`config.mk`:
```
export PLATFORM = sky130hd
export DESIGN_NAME = seven_seg_scan_driver_flat
export DESIGN_NICKNAME = d
export VERILOG_FILES = /design/src/rtl/seven_seg_scan_driver_if.sv /design/src/rtl/seven_seg_scan_driver.sv /design/src/flat_wrapper.sv
export SDC_FILE = /design/constraint.sdc
export NUM_CORES = 1
export LEC_CHECK = 0
export BUFFER_PORTS_ARGS = -buffer_cell sky130_fd_sc_hd__buf_2
export CELL_PAD_IN_SITES_DETAIL_PLACEMENT = 1
export CELL_PAD_IN_SITES_GLOBAL_PLACEMENT = 1
export CORE_UTILIZATION = 26
export CTS_CLUSTER_SIZE = 20
export DETAILED_ROUTE_END_ITERATION = 10
export GPL_ROUTABILITY_DRIVEN = 0
export PLACE_DENSITY_LB_ADDON = 0.05
export SKIP_CTS_REPAIR_TIMING = 1
export SLEW_MARGIN = 20
export SYNTH_ARGS = -nofsm -noshare
export SYNTH_HDL_FRONTEND = slang
export SYNTH_SLANG_ARGS = --single-unit
```
`constraint.sdc`:
```
create_clock -name SysClk -period 4.3 [get_ports SysClk]
set_clock_uncertainty 0.1 [all_clocks]
set_input_delay 0 -clock SysClk [delete_from_list [all_inputs] [get_ports SysClk]]
set_output_delay 0 -clock SysClk [all_outputs]
set_load 0.01 [all_outputs]
```
`src/rtl/seven_seg_scan_driver_if.sv`:
```
// seven_seg_scan_driver_if: digit/hold inputs and multiplexed an/seg/dp outputs of the scan driver
interface seven_seg_scan_driver_if;
  logic       Hold;
  logic [3:0] sec_tenths;
  logic [3:0] sec_ones;
  logic [3:0] sec_tens;
  logic [3:0] min_ones;
  logic [3:0] an;
  logic [6:0] seg;
  logic       dp;
  modport master (
    output Hold, sec_tenths, sec_ones, sec_tens, min_ones,
    input  an, seg, dp
  );
  modport slave (
    input  Hold, sec_tenths, sec_ones, sec_tens, min_ones,
    output an, seg, dp
  );
endinterface

```
`src/rtl/seven_seg_scan_driver.sv`:
```
// seven_seg_scan_driver: 4-digit time-multiplexed 7-seg driver with per-frame snapshot; define LEADING_ZERO_BLANK_EN to blank leading zeros
module seven_seg_scan_driver #(
  parameter int REFRESH_DIV    = 50000,
  parameter int AN_ACTIVE_LOW  = 1,
  parameter int SEG_ACTIVE_LOW = 1
) (
  input logic                   SysClk,
  input logic                   Reset,
  seven_seg_scan_driver_if.slave bus
);
  localparam int CW = $clog2(REFRESH_DIV);
  localparam logic [CW-1:0] TOP = CW'(REFRESH_DIV - 1);
  localparam logic [3:0] AN_OFF = (AN_ACTIVE_LOW != 0) ? 4'hF : 4'h0;
  localparam logic [6:0] SEG_OFF = (SEG_ACTIVE_LOW != 0) ? 7'h7F : 7'h00;
  localparam logic DP_OFF = (SEG_ACTIVE_LOW != 0);
  logic [CW-1:0] div_cnt;
  logic [1:0]    idx;
  logic [15:0]   snap;
  logic          tick;
  logic          load;
  logic [1:0]    idx_n;
  logic [15:0]   snap_n;
  logic [3:0]    digit;
  logic [6:0]    glyph;
  logic [3:0]    onehot;
  logic          blank_seg;
  logic          blank_dp;
  logic          dp_on;
  logic [3:0]    an_n;
  logic [6:0]    seg_n;
  logic          dp_n;
  function automatic logic [6:0] decode(input logic [3:0] d);
    case (d)
      4'd0:    decode = 7'h3F;
      4'd1:    decode = 7'h06;
      4'd2:    decode = 7'h5B;
      4'd3:    decode = 7'h4F;
      4'd4:    decode = 7'h66;
      4'd5:    decode = 7'h6D;
      4'd6:    decode = 7'h7D;
      4'd7:    decode = 7'h07;
      4'd8:    decode = 7'h7F;
      4'd9:    decode = 7'h6F;
      default: decode = 7'h40;
    endcase
  endfunction
  // next-slot outputs: the snapshot used for the new digit already includes a frame-start load
  always_comb begin
    tick   = div_cnt == TOP;
    idx_n  = idx + 2'd1;
    load   = tick && idx == 2'd3 && !bus.Hold;
    snap_n = load ? {bus.min_ones, bus.sec_tens, bus.sec_ones, bus.sec_tenths} : snap;
    digit  = snap_n[{idx_n, 2'b00} +: 4];
    glyph  = decode(digit);
    onehot = 4'b0001 << idx_n;
`ifdef LEADING_ZERO_BLANK_EN
    blank_dp  = idx_n == 2'd3 && snap_n[15:12] == 4'd0;
    blank_seg = blank_dp || (idx_n == 2'd2 && snap_n[15:8] == 8'd0);
`else
    blank_dp  = 1'b0;
    blank_seg = 1'b0;
`endif
    dp_on = idx_n[0] && !blank_dp;
    an_n  = blank_seg ? AN_OFF : (AN_ACTIVE_LOW != 0) ? ~onehot : onehot;
    seg_n = blank_seg ? SEG_OFF : (SEG_ACTIVE_LOW != 0) ? ~glyph : glyph;
    dp_n  = (SEG_ACTIVE_LOW != 0) ? ~dp_on : dp_on;
  end
  // refresh divider, slot index, snapshot and registered display outputs
  always_ff @(posedge SysClk) begin
    if (!Reset) begin
      div_cnt <= '0;
      idx     <= 2'd3;
      snap    <= '0;
      bus.an  <= AN_OFF;
      bus.seg <= SEG_OFF;
      bus.dp  <= DP_OFF;
    end else begin
      div_cnt <= tick ? '0 : div_cnt + 1'b1;
      if (tick) begin
        idx     <= idx_n;
        snap    <= snap_n;
        bus.an  <= an_n;
        bus.seg <= seg_n;
        bus.dp  <= dp_n;
      end
    end
  end
endmodule
```
`src/flat_wrapper.sv`:
```
// flat-port wrapper written by rule: the top's interface ports become plain ports
module seven_seg_scan_driver_flat 
#(
  parameter int REFRESH_DIV    = 50000,
  parameter int AN_ACTIVE_LOW  = 1,
  parameter int SEG_ACTIVE_LOW = 1
)
  (SysClk, Reset, bus_Hold, bus_sec_tenths, bus_sec_ones, bus_sec_tens, bus_min_ones, bus_an, bus_seg, bus_dp);
  seven_seg_scan_driver_if bus_i ();
  input logic SysClk;
  input logic Reset;
  input wire logic [$bits(bus_i.Hold)-1:0] bus_Hold;
  input wire logic [$bits(bus_i.sec_tenths)-1:0] bus_sec_tenths;
  input wire logic [$bits(bus_i.sec_ones)-1:0] bus_sec_ones;
  input wire logic [$bits(bus_i.sec_tens)-1:0] bus_sec_tens;
  input wire logic [$bits(bus_i.min_ones)-1:0] bus_min_ones;
  output wire logic [$bits(bus_i.an)-1:0] bus_an;
  output wire logic [$bits(bus_i.seg)-1:0] bus_seg;
  output wire logic [$bits(bus_i.dp)-1:0] bus_dp;
  assign bus_i.Hold = bus_Hold;
  assign bus_i.sec_tenths = bus_sec_tenths;
  assign bus_i.sec_ones = bus_sec_ones;
  assign bus_i.sec_tens = bus_sec_tens;
  assign bus_i.min_ones = bus_min_ones;
  assign bus_an = bus_i.an;
  assign bus_seg = bus_i.seg;
  assign bus_dp = bus_i.dp;
  seven_seg_scan_driver #(.REFRESH_DIV(REFRESH_DIV), .AN_ACTIVE_LOW(AN_ACTIVE_LOW), .SEG_ACTIVE_LOW(SEG_ACTIVE_LOW)) u_core (.SysClk(SysClk), .Reset(Reset), .bus(bus_i));
endmodule
```
==> results list, run 1 <==
* Part of the power in combinational logic: 4.9%
- Predominant post-synthesis flop cell: dfxtp_1
* Register-to-register setup slack: 0.85 ns
- After the first detailed-routing iteration, the DRC count stood at 25.
- After legalization and detailed placement, the total HPWL measured 4050 um.
- The cell area that synthesis handed to floorplanning was 2320 sq um.
* Power density of the placed cells: 283 nW/um^2
* Internal: 0.621 mW
- Most common cell type on the critical path: or4_1
- Counting flops and latches in the post-synthesis netlist gives 46.
- Layout cells sized above 1: 18.8%
- Largest fanout of any net on the critical path: 12
* Number of top-level design ports: 31
* Number of nets produced by synthesis: 276
* Setup crit end kind: flip-flop
- Min Clock Period, post-route: 3.45 ns
* Placeable core region: 8680 sq um
* Post-route ant nets: 0
* Crit Path Category: flip-flop to flip-flop
- DIE WIDTH: 96.4 um
* Share of the core filled with cells in the final layout: 32.7%
* Critical path buffer and inverter count: 0
- Buffers inserted during clock tree synthesis total 5.
- Worst Hold Margin: 0.343 ns
- Global routing consumed, over all layers together, 12.8% of the routing resources.
- In the synthesized netlist, the number of instances is 247.
* Startpoint class of the critical path: flip-flop
* Most numerous cell in the Yosys netlist: dfxtp_1
* Detailed Route WL: 5650 um
- Starting density of the core: 26.7%
- Summed over all layers, the global routing overflow is 0.
- Setup Total Neg Slack: 0 ns
- CTS saw 46 sinks.
* Clk buf depth: 2
- After detailed routing, the number of remaining DRC violations is 0.
* Number of H-tree levels: 2
- Entering global routing, the biggest net connects 25 pins.
- Of the total power, the share spent switching nets is 22.6%.
* Area of the multi-input gates: 1290 sq um
- Static Leak: 1.15 nW
* Number of search-and-repair iterations in the first detailed-routing pass: 4
- Stage delay of the slowest cell on the critical path: 0.56 ns
- Hold Violations, Final: 0
- Arrival time worst endpoint: 3.51 ns
- In this run, synthesis inferred 0 flip-flops with an integrated enable.
- Vias in the first global route: 1695
* Synth Area per Inst: 9.38 sq um
- On the critical path the largest part of the delay comes from simple AND/OR/NAND/NOR gates.
* Area share of the leading cell type in the synthesized netlist: 39.7%
* Fmax: 290 MHz
- Net Sw Power: 0.181 mW
- Sequential cells were found to cover 39.7% of the synthesized design area.
- Clock-pin slew on the worst setup and hold paths: 0.09 ns
- Per report_power, the sequential group accounts for 53.5% of the total.
- Relative slew slack: 53.7%
- MaxCap Viol Count: 0
- Yosys attributes the largest share of cell area to dfxtp_1, mux2i_1, nor2_1.
* Clock latency reported for the late side of the worst-skew pair: 0.30 ns
- The clock network is responsible for 41.6% of the overall power.
- Via density: 4.51
- Count of port buffers added during placement: 30
- From synthesis to final layout, the design area changed by 22.4%.
- Average wire per standard cell: 14.1 um
- Number of core rows: 34
- Max-slew violation count: 0
- Area used by sequential logic in the layout: 921 sq um
- Setup repair after global routing left no endpoint under its margin.
* Synth unique cells: 43
- The first global-routing pass estimated 8910 um of wire.
- Cell chain of the critical path: or4_1 > or4_1 > nor2_8 > mux4_2 > mux2_2 > a31oi_1 > o311ai_1
* # fillers: 1051
- During synthesis, Yosys emitted a total of 0 warnings.
- Data on the critical path is required at its endpoint by 4.36 ns.
* Worst-case setup margin in the final layout: 0.848 ns
* Count of antenna diodes in the layout: 0
* Critical-path top delay cell: or4_1
- The run finished with clean final reports.
* CTS tree: built
- Setup violations remaining at the end of the flow were counted as 0.
- Final Cycle Share: 80.3%
- Die height: 96.4 um
* Total Die Area: 9290 sq um
- Total Nets Final: 320
- Clock tree root buffer cell: clkbuf_8
- IR drop worst, VDD: 0.144 mV
- Most area-hungry cell type in the Yosys netlist: dfxtp_1
- DR vias: 1802
* Worst setup slack before clock tree synthesis: 0.845 ns
- The path class of the tightest hold or removal check is flip-flop to flip-flop.
- The initial antenna violation count was 0.
- In the synthesized netlist, the cells that appear most often are dfxtp_1, nor2_1, nand2_1, mux2i_1, ha_1.
* Total power after layout: 0.803 mW
* Slew at the pin with the worst max-slew slack: 0.694 ns
* Share of synthesized registers carrying an async set or reset: 0%
## power groups by stage
| stage | Clock (mW) | Sequential, mW | Combinational [mW] |
|---|---|---|---|
| 4_1_cts | 0.354 | 0.430 | 0.0286 |
| 5_1_grt | 0.370 | 0.430 | 0.0441 |
| 6_report | 0.334 | 0.430 | 0.0390 |
| 2_1_floorplan | 0 | 0.439 | 0.0127 |
| 3_5_place_dp | 0 | 0.440 | 0.0286 |
| 3_3_place_gp | 0 | 0.440 | 0.0288 |
## registers in the layout (all words and copies together) (netlist names)
register	count
u_core.snap	16
u_core.bus.dp	1
u_core.div_cnt	16
u_core.bus.an	4
u_core.idx	2
u_core.bus.seg	7
## area by class of cell
cell class | count | area share (%)
sequential | 46 | 32.5
timing repair buffer | 50 | 12.1
tap | 108 | 4.76
inverter | 10 | 1.32
clock buffer | 5 | 2.43
multi-input combinational | 178 | 45.3
clock inverter | 3 | 1.59
## through the flow
step | cell area, sq um | cells
detailed placement | 2550 | 375
finish | 2840 | 400
floorplan | 2320 | 247
CTS | 2670 | 383
global placement | 2550 | 375
global route | 2840 | 400
## kinds of logic after synthesis
kind of cell | Yosys count | share of synthesized area (%)
buffers and inverters | 23 | 5.02
xor gates and xnor gates | 15 | 5.67
adders and majority gates | 10 | 5.40
AOI/OAI and AO/OA | 29 | 10.3
DFF | 46 | 39.7
and+or+nand+nor | 98 | 20.2
muxes | 26 | 13.7
## cell usage in the layout (no fill, tap or decap), drive strengths merged, types with 8 or more instances in the layout
| cell | count |
|---|---|
| nand2b | 9 |
| o211ai | 9 |
| mux2i | 20 |
| inv | 9 |
| xnor2 | 8 |
| nor2 | 36 |
| buf | 33 |
| dfxtp | 46 |
| ha | 10 |
| nand2 | 30 |
| dlygate4sd3 | 17 |
## per-layer routing
metal | up-vias | wire length (um) | global-route usage (%)
met5 | - | 0 | 0
met4 | 0 | 36 | 3.68
met3 | 4 | 156 | 2.90
met2 | 24 | 2330 | 18.6
met1 | 840 | 3120 | 18.9
li1 | 934 | - | -
## final timing paths
path / start / to / cells past startpoint
setup reg to reg: u_core.div_cnt[7]$_SDFF_PP0_ / u_core.bus.seg[1]$_SDFFE_PN1N_ / 7
hold reg to reg: u_core.div_cnt[0]$_SDFF_PP0_ / u_core.div_cnt[0]$_SDFF_PP0_ / 1
hold / removal: u_core.div_cnt[0]$_SDFF_PP0_ / u_core.div_cnt[0]$_SDFF_PP0_ / 1
setup / recovery: u_core.div_cnt[7]$_SDFF_PP0_ / u_core.bus.seg[1]$_SDFFE_PN1N_ / 7
Note: power is estimated with default switching activity, not from simulation.
==> run 2: changes to the inputs <==
==> constraint.sdc (replaced) <==
create_clock -name SysClk -period 2.8 [get_ports SysClk]
set_clock_uncertainty 0.1 [all_clocks]
set_input_delay 0 -clock SysClk [delete_from_list [all_inputs] [get_ports SysClk]]
set_output_delay 0 -clock SysClk [all_outputs]
set_load 0.01 [all_outputs]
==> run 2 against run 1 <==
Net effect:
- the flow now finishes with violations (negative setup slack)
- fmax increased by 14%
- sequential power increased by 53%
- worst setup slack got worse by 1.1 ns
- power increased by 54%
- clock-buffer cell count increased by 1
- cell count increased by 9.3%
- final area increased by 12%
- hold slack improved by 0.0096 ns
- critical path type unchanged
- critical endpoint is now u_core.bus.seg[4]$_SDFFE_PN1N_
==> results list, run 2 (synthesis gave the netlist of run 1 again) <==
* Switching part of the total: 20.4%
- The count of nets left with antenna violations once routing finished came out at 0.
- Placed Instances: 412
* Min-Delay Path Depth: 6
* CP required: 2.87 ns
* Die height: 96.4 um
- The finished cells cover 3180 sq um.
- Part of the power in combinational logic: 5.8%
- TritonCTS built the clock tree.
* DR vias: 1939
* Number of search-and-repair iterations in the first detailed-routing pass: 4
- Internal: 0.982 mW
* Final Cycle Share: 108%
- The HPWL after detailed placement is 4440 um.
- Layout Area Growth over Synthesis: 37.1%
- In this run the critical register-to-register path is captured at u_core.bus.seg[4]$_SDFFE_PN1N_.
- The root buffer cell chosen for the clock tree is clkbuf_8.
* MaxCap Viol Count: 0
* Total clock sinks: 46
- Num CTS Buffers: 5
- Counting along the longest clock path gives a buffer depth of 2.
* Startpoint class of the critical path: flip-flop
* Min Clock Period, post-route: 3.03 ns
* Count of antenna diodes in the layout: 0
- After filler insertion, the fill cell instance count of the layout stands at 1034.
- Once routing completed, OpenROAD measured the worst setup slack at -0.225 ns.
- Starting density of the core: 26.7%
* Number of core rows: 34
* Start point of the worst hold path: bus_Hold
* Commonest cells after routing, fill and taps aside: dfxtp_1, buf_4, nor2_1
* Max-slew violation count: 0
- Via density: 4.44
- Total power after layout: 1.23 mW
- Clock latency reported for the late side of the worst-skew pair: 0.29 ns
* Most common cell type on the critical path: or4_4
* Total Die Area: 9290 sq um
- In this run the power spent charging and discharging nets is 0.252 mW.
- Static Leak: 1.35 nW
- For this run, the post-layout net count is 358.
- Setup repair after global routing could not meet its margin everywhere.
- Register-to-register setup slack: -0.23 ns
* Placeable core region: 8680 sq um
- Worst setup slack before clock tree synthesis: -0.324 ns
- Global-route wire length before repair: 9110 um
- In the final layout, the registers with the most flip-flops are u_core.div_cnt (16), u_core.snap (16), u_core.bus.seg (7).
* Vias in the first global route: 1817
* Clock-pin slew on the worst setup and hold paths: 0.08 ns
- The die is 96.4 um wide.
- The worst setup path is of the flip-flop to flip-flop kind.
- Timing would allow up to 331 MHz.
- Worst r2r src: u_core.div_cnt[7]$_SDFF_PP0_
- The count of cells in the finished layout, fillers not included, comes to 437.
* Worst Hold Margin: 0.353 ns
* Power density of the placed cells: 388 nW/um^2
* Status: complete, but fails checks
- Overall overflow remaining after global route: 0
- After detailed routing, the average wire length per cell comes to 13.1 um.
* Classification of the worst-slack hold path: input pin to flip-flop
- Wires add up to 5750 um.
* Stage delay of the slowest cell on the critical path: 0.54 ns
* Area used by sequential logic in the layout: 922 sq um
* Cells on worst reg2reg path: 7
- The multi-input combinational cells in the finished layout cover a total of 1330 sq um.
- 31 I/O pins were placed.
* Post-DP Area: 2850 sq um
* Pin count of the biggest net entering global routing: 25
- Number of DRC violations after detailed-routing iteration 0: 26
- Setup violations remaining at the end of the flow were counted as 7.
* IR drop worst, VDD: 0.162 mV
- Setup crit end kind: flip-flop
- Cell chain of the critical path: or4_4 > or4_4 > nor2_8 > mux4_2 > mux2_4 > a2111oi_4 > a311oi_2
* Arrival time worst endpoint: 3.09 ns
* Initial antenna violation count: 0
- Input and output buffers added on the ports amount to 30.
- The worst hold path terminates at u_core.snap[12]$_SDFFE_PN0N_.
- In the global route stage, overall resource usage came out at 13.1%.
- Cells with a size suffix above 1 make up 30.1% of the layout.
* Violated checks: negative setup slack
* # DRC: 0
- Most frequent standard cell in the layout excluding fill and tap cells: dfxtp_1
- Clock network fraction of design power: 40.8%
* Number of H-tree levels: 2
- Critical-path top delay cell: mux4_2
* Hold Violations, Final: 0
- Adding up every negative setup slack in the final design gives -1.15 ns.
* Relative slew slack: 68.9%
- In this run the worst path has a maximum fanout of 6.
- At the pin with the least slew margin, the transition time is 0.463 ns.
* Share of the core filled with cells in the final layout: 36.6%
- Sequential cells account for 53.4% of the total power.
-- run 2: cell types whose count changed in the layout (fill, tap and decap cells not counted), sizes merged --
cell and delta:
buf +37, clkinvlp -2, clkbuf +1, dlygate4sd3 +1
-- run 2: critical path, delay by kind of cell (launching register included) --
kind,cells,cell delay (ns)
compound gates,2,0.43
flops,1,0.33
mux,2,0.86
simple gates,3,1.19
-- run 2: how the worst max path moves through the flow --
stage	startpoint	cells past startpoint	end	slack [ns]
after floorplan	u_core.div_cnt[7]$_SDFF_PP0_	12	u_core.bus.seg[4]$_SDFFE_PN1N_	-0.30
after global placement	u_core.div_cnt[7]$_SDFF_PP0_	10	u_core.bus.seg[4]$_SDFFE_PN1N_	-0.26
after detailed placement	u_core.div_cnt[7]$_SDFF_PP0_	10	u_core.bus.seg[4]$_SDFFE_PN1N_	-0.32
after CTS	u_core.div_cnt[7]$_SDFF_PP0_	10	u_core.bus.seg[4]$_SDFFE_PN1N_	-0.34
after global routing	u_core.div_cnt[7]$_SDFF_PP0_	7	u_core.bus.seg[4]$_SDFFE_PN1N_	-0.31
final	u_core.div_cnt[7]$_SDFF_PP0_	7	u_core.bus.seg[4]$_SDFFE_PN1N_	-0.23
-- run 2: area by class of cell --
cell class / instances / area share [%]
clock buffers: 6 / 2.60
clock inverters: 1 / 0.945
inverters: 10 / 1.18
multi-input cells: 178 / 41.9
flip-flops and latches: 46 / 29.0
well taps: 108 / 4.25
repair buffers: 88 / 20.1
-- run 2: routing by layer --
metal	vias to the layer above	track usage [%]	wire [um]
li1	1009	-	-
met1	903	18.1	3010
met2	25	20.4	2550
met3	2	2.90	152
met4	0	3.31	30
met5	-	0	0
-- run 2: power by group through the flow --
| stage | Clock, mW | Combinational (mW) | Sequential, mW |
|---|---|---|---|
| CTS | 0.529 | 0.0535 | 0.659 |
| finish | 0.503 | 0.0720 | 0.659 |
| floorplan | 0 | 0.0204 | 0.674 |
| detailed placement | 0 | 0.0533 | 0.675 |
| global placement | 0 | 0.0534 | 0.674 |
| global route | 0.556 | 0.0801 | 0.660 |
==> run 3: changes to the inputs <==
==> constraint.sdc (replaced) <==
create_clock -name SysClk -period 2.8 [get_ports SysClk]
set_clock_uncertainty 0.1 [all_clocks]
set_input_delay 0.56 -clock SysClk [delete_from_list [all_inputs] [get_ports SysClk]]
set_output_delay 0.56 -clock SysClk [all_outputs]
set_load 0.01 [all_outputs]
==> run 3 against run 2 <==
Net effect:
- core utilization shrank 1.8 points
- register-to-register slack gained 0.02 ns
- via count shrank 2.1%
- non-clock buffer count shrank 16
- the run still ends with negative setup slack left
- combinational power shrank 27%
- critical path depth is the same
- clock power is essentially flat
- die area is the same
==> results list, run 3 (synthesis gave the netlist of run 1 again) <==
* Number of search-and-repair iterations in the first detailed-routing pass: 3
* Layout Area Growth over Synthesis: 30.5%
* Part of the power in combinational logic: 4.3%
* MaxCap Viol Count: 0
- Wires add up to 5780 um.
- For this configuration, the core starts out at a cell density of 26.7%.
- 31 I/O pins were placed.
- Measured on the finished design, the core utilization comes to 34.8%.
* Layout cells sized above 1: 33.8%
* Number of DRC violations after detailed-routing iteration 0: 31
- Crit Path Category: flip-flop to flip-flop
* Average wire per standard cell: 13.7 um
* Sum of net half-perimeters after detailed placement: 4470 um
- Dividing total power by cell area gives a power density of 402 nW/um^2.
- Biggest regs: u_core.div_cnt (16), u_core.snap (16), u_core.bus.seg (7)
* Net Sw Power: 0.271 mW
- Static timing analysis puts the maximum clock frequency at 333 MHz.
* Clock-pin slew on the worst setup and hold paths: 0.09 ns
* Clock network fraction of design power: 41.4%
- The final reports fail on negative setup slack.
- Most common cell type on the critical path: or4_4
- In this run the deepest clock path goes through 2 buffers.
- In this run, flip-flops and latches consume 54.3% of the power.
- # fillers: 1049
* Stage delay of the slowest cell on the critical path: 0.54 ns
- During placement, the flow inserted port buffers numbering 30.
- Area of the multi-input gates: 1350 sq um
- Internal: 0.943 mW
* Most frequent standard cell in the layout excluding fill and tap cells: dfxtp_1
- Worst-case setup margin in the final layout: -0.206 ns
- Arrival time worst endpoint: 3.09 ns
- In this run the worst path has a maximum fanout of 6.
- The clock drives 46 sinks.
* Static Leak: 1.28 nW
- Slew at the pin with the worst max-slew slack: 0.421 ns
* Clock latency reported for the late side of the worst-skew pair: 0.30 ns
* Initial antenna violation count: 0
- The worst setup path is launched from a flip-flop.
- The via count of the first global-routing pass is 1930.
* Die height: 96.4 um
* Total Nets Final: 342
* Global-route wire length before repair: 9470 um
- Net switching is 22.3% of the power.
- The slowest stage of the critical path belongs to the cell mux4_2.
* IR drop worst, VDD: 0.174 mV
- CTS tree: built
- Count of antenna diodes in the layout: 0
- Unrepaired setup endpoints after global routing: yes
* DR vias: 1899
- The completed layout was analyzed and its total power is 1.21 mW.
- Setup crit end kind: flip-flop
- Area used by sequential logic in the layout: 922 sq um
* Worst Hold Margin: 0.359 ns
- Pin count of the biggest net entering global routing: 25
- Number of H-tree levels: 2
* Overall overflow remaining after global route: 0
- Num CTS Buffers: 5
* Commonest cells after routing, fill and taps aside: dfxtp_1, buf_4, nor2_1
- CTS placed an instance of clkbuf_8 at the clock tree root.
- The path class of the tightest hold or removal check is flip-flop to flip-flop.
* Via density: 4.50
- CP required: 2.89 ns
- The max-slew violation count came to 0.
* Total Die Area: 9290 sq um
- Measured in cells, the most critical reg-to-reg path has a length of 7.
* Relative slew slack: 71.7%
- Min-Delay Path Depth: 2
* Placeable core region: 8680 sq um
- Global routing consumed, over all layers together, 13.7% of the routing resources.
* Setup Viol. Count Final: 7
- Number of core rows: 34
* Min Clock Period, post-route: 3.01 ns
* Status: complete, but fails checks
- # DRC: 0
- Traced cell by cell, the critical path runs through or4_4 > or4_4 > nor2_8 > mux4_2 > mux2_4 > a2111oi_4 > a311oi_2.
- DIE WIDTH: 96.4 um
* Post-route ant nets: 0
- Final Cycle Share: 107%
- The number of failing hold endpoints at the final stage came to 0.
[run 3: worst max-delay path, delay by kind of cell, from the launching register on]
family | cells | cell delay, ns
AO/OA/AOI/OAI | 2 | 0.41
flip-flops | 1 | 0.33
multiplexers | 2 | 0.86
AND/OR/NAND/NOR | 3 | 1.19
[run 3: final cells by class]
type / count / share of cell area, %
multi-input cells: 178 / 44.6
flip-flops and latches: 46 / 30.5
repair buffers: 72 / 15.6
well taps: 108 / 4.47
clock buffers: 5 / 2.28
clock inverters: 3 / 1.32
inverters: 10 / 1.24
[run 3: per-stage QoR]
step	area [sq um]	std cells	TNS, ns	worst slack [ns]
6_report	3020	422	-0.849	-0.206
5_1_grt	3020	422	-1.66	-0.309
4_1_cts	2960	420	-1.67	-0.300
3_3_place_gp	2850	412	-1.37	-0.260
2_1_floorplan	2340	247	-0.777	-0.299
3_5_place_dp	2850	412	-1.67	-0.298
[run 3: per-layer routing]
layer | vias up | global-route usage [%] | share of wire (%)
li1 | 974 | - | -
met4 | 0 | 4.04 | 1.3
met3 | 7 | 3.13 | 2.7
met5 | - | 0 | 0
met2 | 24 | 22.1 | 45
met1 | 894 | 18.1 | 51
[run 3: final timing paths]
check | start | endpoint | slack (ns)
min | u_core.bus.seg[1]$_SDFFE_PN1N_ | u_core.bus.seg[1]$_SDFFE_PN1N_ | 0.36
max reg2reg | u_core.div_cnt[7]$_SDFF_PP0_ | u_core.bus.seg[4]$_SDFFE_PN1N_ | -0.21
min reg2reg | u_core.bus.seg[1]$_SDFFE_PN1N_ | u_core.bus.seg[1]$_SDFFE_PN1N_ | 0.36
max | u_core.div_cnt[7]$_SDFF_PP0_ | u_core.bus.seg[4]$_SDFFE_PN1N_ | -0.21
[run 3: power groups by stage]
stage / clock, mW / sequential [mW] / combinational, mW
3_5_place_dp: 0 / 0.674 / 0.0537
2_1_floorplan: 0 / 0.674 / 0.0204
5_1_grt: 0.552 / 0.660 / 0.0601
3_3_place_gp: 0 / 0.674 / 0.0536
6_report: 0.502 / 0.659 / 0.0528
4_1_cts: 0.534 / 0.659 / 0.0540
